### src/rtl/cx_pkg.sv
// cx_pkg: shared CX widths, CXU function codes, status flags, FSM states.
// Imported by every cxu_mac file.
package cx_pkg;

  localparam int CX_DATA_W     = 32;
  localparam int CX_STATUS_W   = 4;
  localparam int CX_STATE_ID_W = 2;
  localparam int CX_FUNC_W     = 3;

  localparam logic [2:0] CXU_MUL   = 3'd0;
  localparam logic [2:0] CXU_MAC   = 3'd1;
  localparam logic [2:0] CXU_READ  = 3'd2;
  localparam logic [2:0] CXU_WRITE = 3'd3;
  localparam logic [2:0] CXU_CLEAR = 3'd4;

  localparam logic [3:0] ST_ILLEGAL = 4'b0001;
  localparam logic [3:0] ST_CARRY   = 4'b0010;
  localparam logic [3:0] ST_MUL_OVF = 4'b0100;

  typedef enum logic [1:0] {
    S_IDLE,
    S_BUSY,
    S_REPLY
  } cxu_state_e;

endpackage

### src/rtl/cxu_mac_if.sv
// cxu_mac_if: switch <-> CXU request/reply bundle.
// master = switch side (drives request), slave = CXU side (drives reply).
interface cxu_mac_if;
  import cx_pkg::*;

  logic                     req_start_i;
  logic [CX_FUNC_W-1:0]     func_i;
  logic [CX_STATE_ID_W-1:0] state_id_i;
  logic [CX_DATA_W-1:0]     data0_i;
  logic [CX_DATA_W-1:0]     data1_i;
  logic                     replying_o;
  logic [CX_DATA_W-1:0]     response_o;
  logic [CX_STATUS_W-1:0]   status_o;
  logic                     busy_o;

  modport master (
    output req_start_i, func_i, state_id_i, data0_i, data1_i,
    input  replying_o, response_o, status_o, busy_o
  );

  modport slave (
    input  req_start_i, func_i, state_id_i, data0_i, data1_i,
    output replying_o, response_o, status_o, busy_o
  );

endinterface

### src/rtl/cxu_mac_mulseq.sv
// cxu_mac_mulseq: iterative shift-add multiplier, one bit per step.
// start loads a/b; step advances; done/product/ovf describe the current step.
module cxu_mac_mulseq #(
  parameter bit EARLY_TERM = 1'b1
) (
  input  logic        clk,
  input  logic        rst,
  input  logic        start,
  input  logic        step,
  input  logic [31:0] a,
  input  logic [31:0] b,
  output logic        done,
  output logic [31:0] product,
  output logic        ovf
);
  import cx_pkg::*;

  logic [31:0] mcand_q;
  logic [31:0] mplier_q;
  logic [31:0] prod_q;
  logic        ovf_q;
  logic [4:0]  cnt_q;
  logic [32:0] add;
  logic        rest_nz;
  logic        lost;

  // A set mcand bit shifted out only matters if a later
  // multiplier bit would still have added it in.
  always_comb begin
    rest_nz = (mplier_q[31:1] != 31'd0);
    lost    = mcand_q[31] & rest_nz;
    add     = {1'b0, prod_q};
    if (mplier_q[0]) add = {1'b0, prod_q} + {1'b0, mcand_q};
    product = add[31:0];
    ovf     = ovf_q | add[32] | lost;
    done    = step & (EARLY_TERM ? !rest_nz : (cnt_q == 5'd31));
  end

  always_ff @(posedge clk) begin
    if (rst) begin
      mcand_q  <= '0;
      mplier_q <= '0;
      prod_q   <= '0;
      ovf_q    <= 1'b0;
      cnt_q    <= '0;
    end else if (start) begin
      mcand_q  <= a;
      mplier_q <= b;
      prod_q   <= '0;
      ovf_q    <= 1'b0;
      cnt_q    <= '0;
    end else if (step) begin
      mcand_q  <= mcand_q << 1;
      mplier_q <= mplier_q >> 1;
      prod_q   <= product;
      ovf_q    <= ovf;
      cnt_q    <= cnt_q + 5'd1;
    end
  end

endmodule

### src/rtl/cxu_mac.sv
// cxu_mac: stateful CXU with per-context accumulators, MUL/MAC/READ/WRITE/CLEAR.
// Ports: clk, rst (sync, active-high), cx (cxu_mac_if.slave request/reply).
module cxu_mac #(
  parameter int N_STATES   = 4,
  parameter bit EARLY_TERM = 1'b1
) (
  input logic   clk,
  input logic   rst,
  cxu_mac_if.slave cx
);
  import cx_pkg::*;

  cxu_state_e  state_q;
  cxu_state_e  state_d;
  logic [2:0]  func_q;
  logic [1:0]  sid_q;
  logic [31:0] acc [N_STATES];
  logic [31:0] resp_q;
  logic [3:0]  stat_q;

  logic        is_mul;
  logic        mul_start;
  logic        mul_step;
  logic        mul_done;
  logic [31:0] mul_prod;
  logic        mul_ovf;
  logic [32:0] mac_sum;
  logic [3:0]  mul_stat;

  assign is_mul    = (cx.func_i == CXU_MUL) || (cx.func_i == CXU_MAC);
  assign mul_start = (state_q == S_IDLE) && cx.req_start_i && is_mul;
  assign mul_step  = (state_q == S_BUSY);

  cxu_mac_mulseq #(
    .EARLY_TERM(EARLY_TERM)
  ) u_mulseq (
    .clk    (clk),
    .rst    (rst),
    .start  (mul_start),
    .step   (mul_step),
    .a      (cx.data0_i),
    .b      (cx.data1_i),
    .done   (mul_done),
    .product(mul_prod),
    .ovf    (mul_ovf)
  );

  always_comb begin
    mac_sum  = {1'b0, acc[sid_q]} + {1'b0, mul_prod};
    mul_stat = mul_ovf ? ST_MUL_OVF : 4'b0000;
    if (func_q == CXU_MAC && mac_sum[32]) mul_stat = mul_stat | ST_CARRY;
  end

  always_ff @(posedge clk) begin
    if (rst) state_q <= S_IDLE;
    else     state_q <= state_d;
  end

  always_comb begin
    state_d = state_q;
    unique case (state_q)
      S_IDLE: begin
        if (cx.req_start_i) state_d = is_mul ? S_BUSY : S_REPLY;
      end
      S_BUSY: begin
        if (mul_done) state_d = S_REPLY;
      end
      S_REPLY: state_d = S_IDLE;
      default: state_d = S_IDLE;
    endcase
  end

  always_comb begin
    cx.replying_o = (state_q == S_REPLY);
    cx.busy_o     = (state_q != S_IDLE);
    cx.response_o = resp_q;
    cx.status_o   = stat_q;
  end

  always_ff @(posedge clk) begin
    if (rst) begin
      func_q <= '0;
      sid_q  <= '0;
      resp_q <= '0;
      stat_q <= '0;
      for (int i = 0; i < N_STATES; i++) acc[i] <= '0;
    end else if (state_q == S_IDLE && cx.req_start_i) begin
      func_q <= cx.func_i;
      sid_q  <= cx.state_id_i;
      unique case (cx.func_i)
        CXU_MUL, CXU_MAC: ;
        CXU_READ: begin
          resp_q <= acc[cx.state_id_i];
          stat_q <= '0;
        end
        CXU_WRITE: begin
          resp_q <= acc[cx.state_id_i];
          stat_q <= '0;
          acc[cx.state_id_i] <= cx.data0_i;
        end
        CXU_CLEAR: begin
          resp_q <= acc[cx.state_id_i];
          stat_q <= '0;
          acc[cx.state_id_i] <= '0;
        end
        default: begin
          resp_q <= '0;
          stat_q <= ST_ILLEGAL;
        end
      endcase
    end else if (mul_done) begin
      stat_q <= mul_stat;
      if (func_q == CXU_MAC) begin
        acc[sid_q] <= mac_sum[31:0];
        resp_q     <= mac_sum[31:0];
      end else begin
        resp_q <= mul_prod;
      end
    end
  end

endmodule

### src/flat_wrapper.sv
// flat-port wrapper written by rule: the top's interface ports become plain ports
module cxu_mac_flat import cx_pkg::*;
#(
  parameter int N_STATES   = 4,
  parameter bit EARLY_TERM = 1'b1
)
  (clk, rst, cx_req_start_i, cx_func_i, cx_state_id_i, cx_data0_i, cx_data1_i, cx_replying_o, cx_response_o, cx_status_o, cx_busy_o);
  cxu_mac_if cx_i ();
  input logic clk;
  input logic rst;
  input wire logic [$bits(cx_i.req_start_i)-1:0] cx_req_start_i;
  input wire logic [$bits(cx_i.func_i)-1:0] cx_func_i;
  input wire logic [$bits(cx_i.state_id_i)-1:0] cx_state_id_i;
  input wire logic [$bits(cx_i.data0_i)-1:0] cx_data0_i;
  input wire logic [$bits(cx_i.data1_i)-1:0] cx_data1_i;
  output wire logic [$bits(cx_i.replying_o)-1:0] cx_replying_o;
  output wire logic [$bits(cx_i.response_o)-1:0] cx_response_o;
  output wire logic [$bits(cx_i.status_o)-1:0] cx_status_o;
  output wire logic [$bits(cx_i.busy_o)-1:0] cx_busy_o;
  assign cx_i.req_start_i = cx_req_start_i;
  assign cx_i.func_i = cx_func_i;
  assign cx_i.state_id_i = cx_state_id_i;
  assign cx_i.data0_i = cx_data0_i;
  assign cx_i.data1_i = cx_data1_i;
  assign cx_replying_o = cx_i.replying_o;
  assign cx_response_o = cx_i.response_o;
  assign cx_status_o = cx_i.status_o;
  assign cx_busy_o = cx_i.busy_o;
  cxu_mac #(.N_STATES(N_STATES), .EARLY_TERM(EARLY_TERM)) u_core (.clk(clk), .rst(rst), .cx(cx_i));
endmodule
### config.mk
export PLATFORM = sky130hd
export DESIGN_NAME = cxu_mac_flat
export DESIGN_NICKNAME = d
export VERILOG_FILES = /design/src/rtl/cx_pkg.sv /design/src/rtl/cxu_mac_if.sv /design/src/rtl/cxu_mac_mulseq.sv /design/src/rtl/cxu_mac.sv /design/src/flat_wrapper.sv
export SDC_FILE = /design/constraint.sdc
export NUM_CORES = 1
export LEC_CHECK = 0
export BUFFER_PORTS_ARGS = -buffer_cell sky130_fd_sc_hd__buf_2
export CAP_MARGIN = 20
export CORE_MARGIN = 2
export CORE_UTILIZATION = 40
export CTS_BUF_LIST = sky130_fd_sc_hd__clkbuf_16
export CTS_CLUSTER_SIZE = 20
export DETAILED_ROUTE_END_ITERATION = 10
export PLACE_DENSITY_LB_ADDON = 0.1
export SYNTH_ARGS = -nofsm -noshare
export SYNTH_HDL_FRONTEND = slang
export SYNTH_SLANG_ARGS = --single-unit
### constraint.sdc
create_clock -name clk -period 6.8 [get_ports clk]
set_input_delay 0.34 -clock clk [delete_from_list [all_inputs] [get_ports clk]]
set_output_delay 0.34 -clock clk [all_outputs]
set_load 0.02 [all_outputs]
=== After elaboration in Yosys (flattened, before gate mapping) ===
Memories as Yosys holds them, arrays and structs flattened. A register that Yosys moved wholly into a read port is not among the register bits.
Cells that the tools add are included.

* Word-level logic and storage cells: 87
* Output and inout port bits: 38
* Memories kept: 1
* Flip-flop bits (word level): 140
* Bits of input ports: 72
* Bits in writable memories: 128

* Muxes and demuxes: 42
* Reduce and logical (&&, ||, !) cells: 18
* Bitwise gates (word level): 5
* Equal/unequal tests: 10
* Add/sub/neg operators: 2

{| class="wikitable"
|+ Memory list
! name !! depth !! width !! rd ports !! clocked after memory_dff !! write ports !! RTL line !! text
|-
| u_core.acc || 4 || 32 || 2 || 1 || 4 || cxu_mac.sv:17 || <nowiki>logic [31:0] acc [N_STATES];</nowiki>
|}

{| class="wikitable"
|+ Operators by type and width
! kind !! number
|-
| $mux W32 || 10
|-
| $add A32 B32 Y33 || 2
|-
| $pmux W32 S2 || 1
|-
| $reduce_or A32 Y1 || 2
|-
| $mux W33 || 1
|-
| $reduce_bool A31 Y1 || 1
|-
| $mux W1 || 17
|-
| $mux W2 || 8
|-
| $mux W4 || 2
|-
| $pmux W4 S2 || 1
|-
| $eq A3 B1 Y1 const B || 2
|-
| $eq A3 B2 Y1 const B || 2
|-
| $reduce_bool A2 Y1 || 3
|-
| $ne A2 B2 Y1 const B || 2
|-
| $pmux W2 S2 || 1
|-
| $reduce_and A2 Y1 || 2
|-
| $reduce_or A2 Y1 || 2
|-
| $eq A3 B3 Y1 const B || 1
|-
| $logic_and A1 B1 Y1 || 3
|-
| $logic_not A3 Y1 || 1
|-
| $mux W3 || 1
|-
| $or A1 B1 Y1 || 3
|-
| $reduce_or A3 Y1 || 1
|-
| $and A1 B1 Y1 || 2
|-
| other kinds (6) || 6
|}

=== Logic depth before layout (Yosys ltp) ===
* Depth in word-level cells: 9
* Gate-level depth with buffers: 24
* Depth with buffers taken out: 24

=== By module ===
From an unflattened synthesis, not the netlist that was laid out.

* Cells, all modules: 1740
* Area, all modules: 16570.9 um^2

{| class="wikitable"
|+ By module, submodules not included
! module !! area each (um^2) !! cells each !! sequential area each (um^2) !! times used
|-
| cxu_mac || 10226.1 || 932 || 4724.5 || 1
|-
| cxu_mac_mulseq || 6344.8 || 808 || 1941.9 || 1
|}

=== Least setup slack after synthesis ===
OpenSTA, ideal clock, no wires.

* Kind: flip-flop to flip-flop
* From: register u_core.u_mulseq.mplier_q[0]
* To: memory u_core.acc[0][28] (data pin)
* Required time: 6534 ps
* Period minus slack after synthesis: 5720 ps
* Library setup time: 266 ps
* Arrival: 5455 ps
* Slack: 1080 ps
* Stages on the path, launching flop included: 21
* Buffers on the path: 4
* Cells stage by stage: dfxtp_1 > clkbuf_1 > buf_1 > clkbuf_1 > clkbuf_1 > mux2i_1 > inv_1 > ha_1 > fa_1 > a21o_1 > a21oi_1 > o21ai_0 > a31oi_1 > o21ai_0 > a221oi_1 > a221oi_4 > a311oi_1 > a2111oi_2 > or3_1 > a32oi_1 > nor2_1

{| class="wikitable"
|+ RTL lines
! element !! RTL line !! text
|-
| start: declaration || cxu_mac_mulseq.sv:19 || <nowiki>logic [31:0] mplier_q;</nowiki>
|-
| start signal: assignment || cxu_mac_mulseq.sv:54 || <nowiki>mplier_q <= mplier_q >> 1;</nowiki>
|-
| end: declaration || cxu_mac.sv:17 ||
|}

==> out/results.txt <==
CTS H-tree depth = 1
routability congestion estimate = 0.915
Leak = 7.19 nW
crit path cell chain = ha_1 > a21o_1 > a21oi_1 > nand2_1 > a21o_1 > a21o_1 > a311oi_1 > nor4_1 > a21oi_1 > inv_1 > ha_1 > a21o_1 > a21oi_1 > nor2_1 > nor2_1 > o21ai_0 > a221oi_1 > a221oi_4 > a311oi_1 > a2111oi_2 > or3_1 > a32oi_1 > nor2_1
RR Startpoint = u_core.u_mulseq.mcand_q[3]
CP top delay family = compound AO/OA/AOI/OAI gates
dpl ws = 0.848 ns
clock buffer depth = 3
Rows = 73
final setup TNS = 0 ns
Logic pwr share = 0.178
Initial DRT Pass Iterations = 6
# IOs = 110
WHS Path Cells = 3
Worst setup EP type = flip-flop
post-synth cell types = 79
crit share post-route = 0.890
routed len/inst = 22.3 um
Area Growth Syn to Fin = 12.7%
root buf cell = clkbuf_16
Nets = 1,928
min-delay src = cx_func_i[0]
DRC Markers = 0
clk_lat worst skew = 0.59 ns
Worst Tran Pin Value = 0.951 ns
Hold Path Sink = u_core.func_q[0]
Die W = 205 um
number of enable flip-flop cells after synthesis = 128
WS Path Type = reg2reg
Max Clock Freq = 0.165 GHz
worst ir drop on vdd = 0.188 mV
filler instances = 3,849
initial antenna violation count = 2
maximum number of pins on one net before global-route repair = 75
vias in the first global route = 13.3k
synth warn = 0
Power per Cell Area = 227 nW/um^2
Synth area leader = edfxtp_1
initial core utilization = 0.406
layout cells sized above 1 = 0.158
GRT overflow = 0
Detail Route Antenna Nets = 0
top_reg_cell synth = dfxtp_1
syn avg cell area = 9.38 um^2
Slew HR = 0.361
Post-Syn Area = 16,200 um^2
Worst-path clk slew = 0.06 ns
fin util = 0.458
input/output buffers = 108
DR iter-0 viols = 1,624
peak per-stage delay on the critical path = 0.66 ns
first-pass GRT wire length = 79,300 um
reg2reg path depth = 23
Hold Path Class = in2reg
area post-placement = 17,300 um^2
RR Endpoint = u_core.acc[1][28]
core area = 39,900 um^2
critical path required time = 7.11 ns
reg-to-reg slack, setup = 0.75 ns
total nets after synthesis = 1,862
drt total wl = 52,400 um
Clk network pwr share = 0.380
internal power = 0.00294 W
Final Hold Fails = 0
Worst Skew = 0.0153 ns
final instance area = 18,300 um^2
status = complete, no violations
Critical Path Start Type = flip-flop
Sw Share = 0.291
vias = 13.9k
Synth area leaders = edfxtp_1 24%, dfxtp_1 17%, mux4_2 8.9%
Slew Limit Fails = 0
Post-Synthesis Cells = 1,730
final setup vio count = 0
Arrival @ worst endpoint = 6.37 ns
part of the Yosys area used for sequential elements = 0.411
commonest non-fill, non-tap cell in the layout = nor2_1
gr usage total = 0.247
clock sinks = 269
CTS Buf Count = 31
Final WS setup = 0.747 ns
async set or reset register ratio after synthesis = 0
slowest CP cell = a221oi_1
WP buf/inv = 1
CTS tree = yes
post-DP HPWL = 36,500 um
die height = 205 um
Synth top area share = 0.237
CP most frequent cell = a21o_1
most frequent cells in the layout = 250 x nor2_1, 192 x nand2_1, 139 x dfxtp_1
via density per instance = 5.93
Max-Cap Viols = 0
post-synthesis register bit count = 269
Seq pwr share = 0.442
min Tclk post-route = 6.05 ns
RSZ-0062 raised after global routing = no
overall die area = 42,200 um^2
crit-path max FO = 6
NetSw = 0.00121 W
## cell usage after synthesis, types with 4 or more instances
master	number
ha_1	58
nor2b_1	16
nand3_1	15
a211oi_1	50
a32oi_1	4
nor2_1	252
nor4_1	12
or3_1	9
a22oi_1	58
a31oi_1	8
and2_1	10
a21oi_1	139
mux4_2	64
o21ai_1	4
nand3b_1	7
nand2_1	194
a311oi_1	37
xnor2_1	35
nand4_1	12
o31a_1	6
buf_2	5
o31ai_1	4
nor3_1	39
xor2_1	18
a221oi_1	11
buf_1	12
or2_2	5
mux2_2	6
a21o_1	27
inv_1	58
o211a_1	4
o21ai_0	44
and3_1	7
o211ai_1	15
a21boi_0	5
clkbuf_1	96
nor3b_1	5
o21bai_1	6
mux2i_1	18
o21a_1	10
edfxtp_1	128
dfxtp_1	141
nand2b_1	19
or4_1	5
## through the flow
| stage | hold WS (ns) | cells | power (W) |
|---|---|---|---|
| floorplan | 0.440 | 1730 | 0.00235 |
| global placement | 0.460 | 2287 | 0.00259 |
| detailed placement | 0.467 | 2287 | 0.00259 |
| CTS | 0.00765 | 2345 | 0.00417 |
| global route | 0.0298 | 2346 | 0.00432 |
| finish | 0.0318 | 2346 | 0.00414 |
## worst register-to-register path: stages, from the launching register on
cell and delay, ns:
dfxtp_1 0.33, ha_1 0.36, a21o_1 0.19, a21oi_1 0.27, nand2_1 0.13, a21o_1 0.19, a21o_1 0.20, a311oi_1 0.29
nor4_1 0.08, a21oi_1 0.25, inv_1 0.08, ha_1 0.38, a21o_1 0.18, a21oi_1 0.14, nor2_1 0.05, nor2_1 0.07
o21ai_0 0.19, a221oi_1 0.66, a221oi_4 0.18, a311oi_1 0.59, a2111oi_2 0.16, or3_1 0.34, a32oi_1 0.38, nor2_1 0.10
## cells by family (layout without fill, tap and decap cells)
logic type / count (synthesis) / after routing / synth area share
compound gates: 467 / 467 / 0.199
xor+xnor: 53 / 53 / 0.0286
fa+ha+maj: 62 / 62 / 0.0484
buf+inv: 172 / 262 / 0.0404
flops: 269 / 269 / 0.411
mux: 89 / 89 / 0.105
other cells: 1 / 2 / 0.000231
simple gates: 617 / 617 / 0.168
## state kept, by name, indices dropped and copies added, names as in the netlist, named ones only
register	count
u_core.acc	128
u_core.cx.response_o	32
u_core.cx.status_o	3
u_core.func_q	3
u_core.sid_q	2
u_core.state_q	2
u_core.u_mulseq.mcand_q	32
u_core.u_mulseq.mplier_q	32
u_core.u_mulseq.ovf_q	1
u_core.u_mulseq.prod_q	32
## final cells by class
| type | count | area (um^2) | area share |
|---|---|---|---|
| tap | 525 | 657 | 0.0359 |
| clock buffer | 31 | 776 | 0.0424 |
| inverter | 58 | 218 | 0.0119 |
| multi-input combinational | 1289 | 8970 | 0.490 |
| antenna | 1 | 2.50 | 0.000137 |
| sequential | 269 | 6670 | 0.365 |
| clock inverter | 26 | 160 | 0.00876 |
| timing repair buffer | 147 | 838 | 0.0458 |
## power by group through the flow
stage	logic [W]	clock network, W	registers (W)
after floorplan	0.000478	0	0.00187
after global placement	0.000728	0	0.00186
after detailed placement	0.000729	0	0.00187
after CTS	0.000733	0.00161	0.00183
after global routing	0.000803	0.00167	0.00184
final	0.000738	0.00157	0.00183
## how the worst max path moves through the flow
stage | from | to | slack (ns) | cells past startpoint
after global routing | u_core.u_mulseq.mcand_q[3] | u_core.acc[2][25] | 0.34 | 23
final | u_core.u_mulseq.mcand_q[3] | u_core.acc[1][28] | 0.75 | 23
after detailed placement | u_core.u_mulseq.mcand_q[3] | u_core.acc[1][28] | 0.85 | 23
after CTS | u_core.u_mulseq.mcand_q[3] | u_core.acc[1][28] | 0.81 | 23
after floorplan | u_core.u_mulseq.mplier_q[0] | u_core.acc[0][28] | 1.08 | 20
after global placement | u_core.u_mulseq.mcand_q[3] | u_core.acc[2][28] | 0.92 | 23
## metal layers
metal  routed length (um)  share of wire  GRT usage  up-vias
li1                     -              -          -     6600
met1                24800           0.47      0.354     6839
met2                23200           0.44      0.392      399
met3                 3270          0.062     0.0366       74
met4                 1160          0.022     0.0614        2
met5                   15        0.00029          0        -
## timing repair
item                                   4_1_cts  5_1_grt
endpoints found under the hold margin        1        0
resized for setup                            0        0
hold buffers                                 1        0
setup buffers                                0        0
Note: power is estimated with default switching activity, not from simulation.
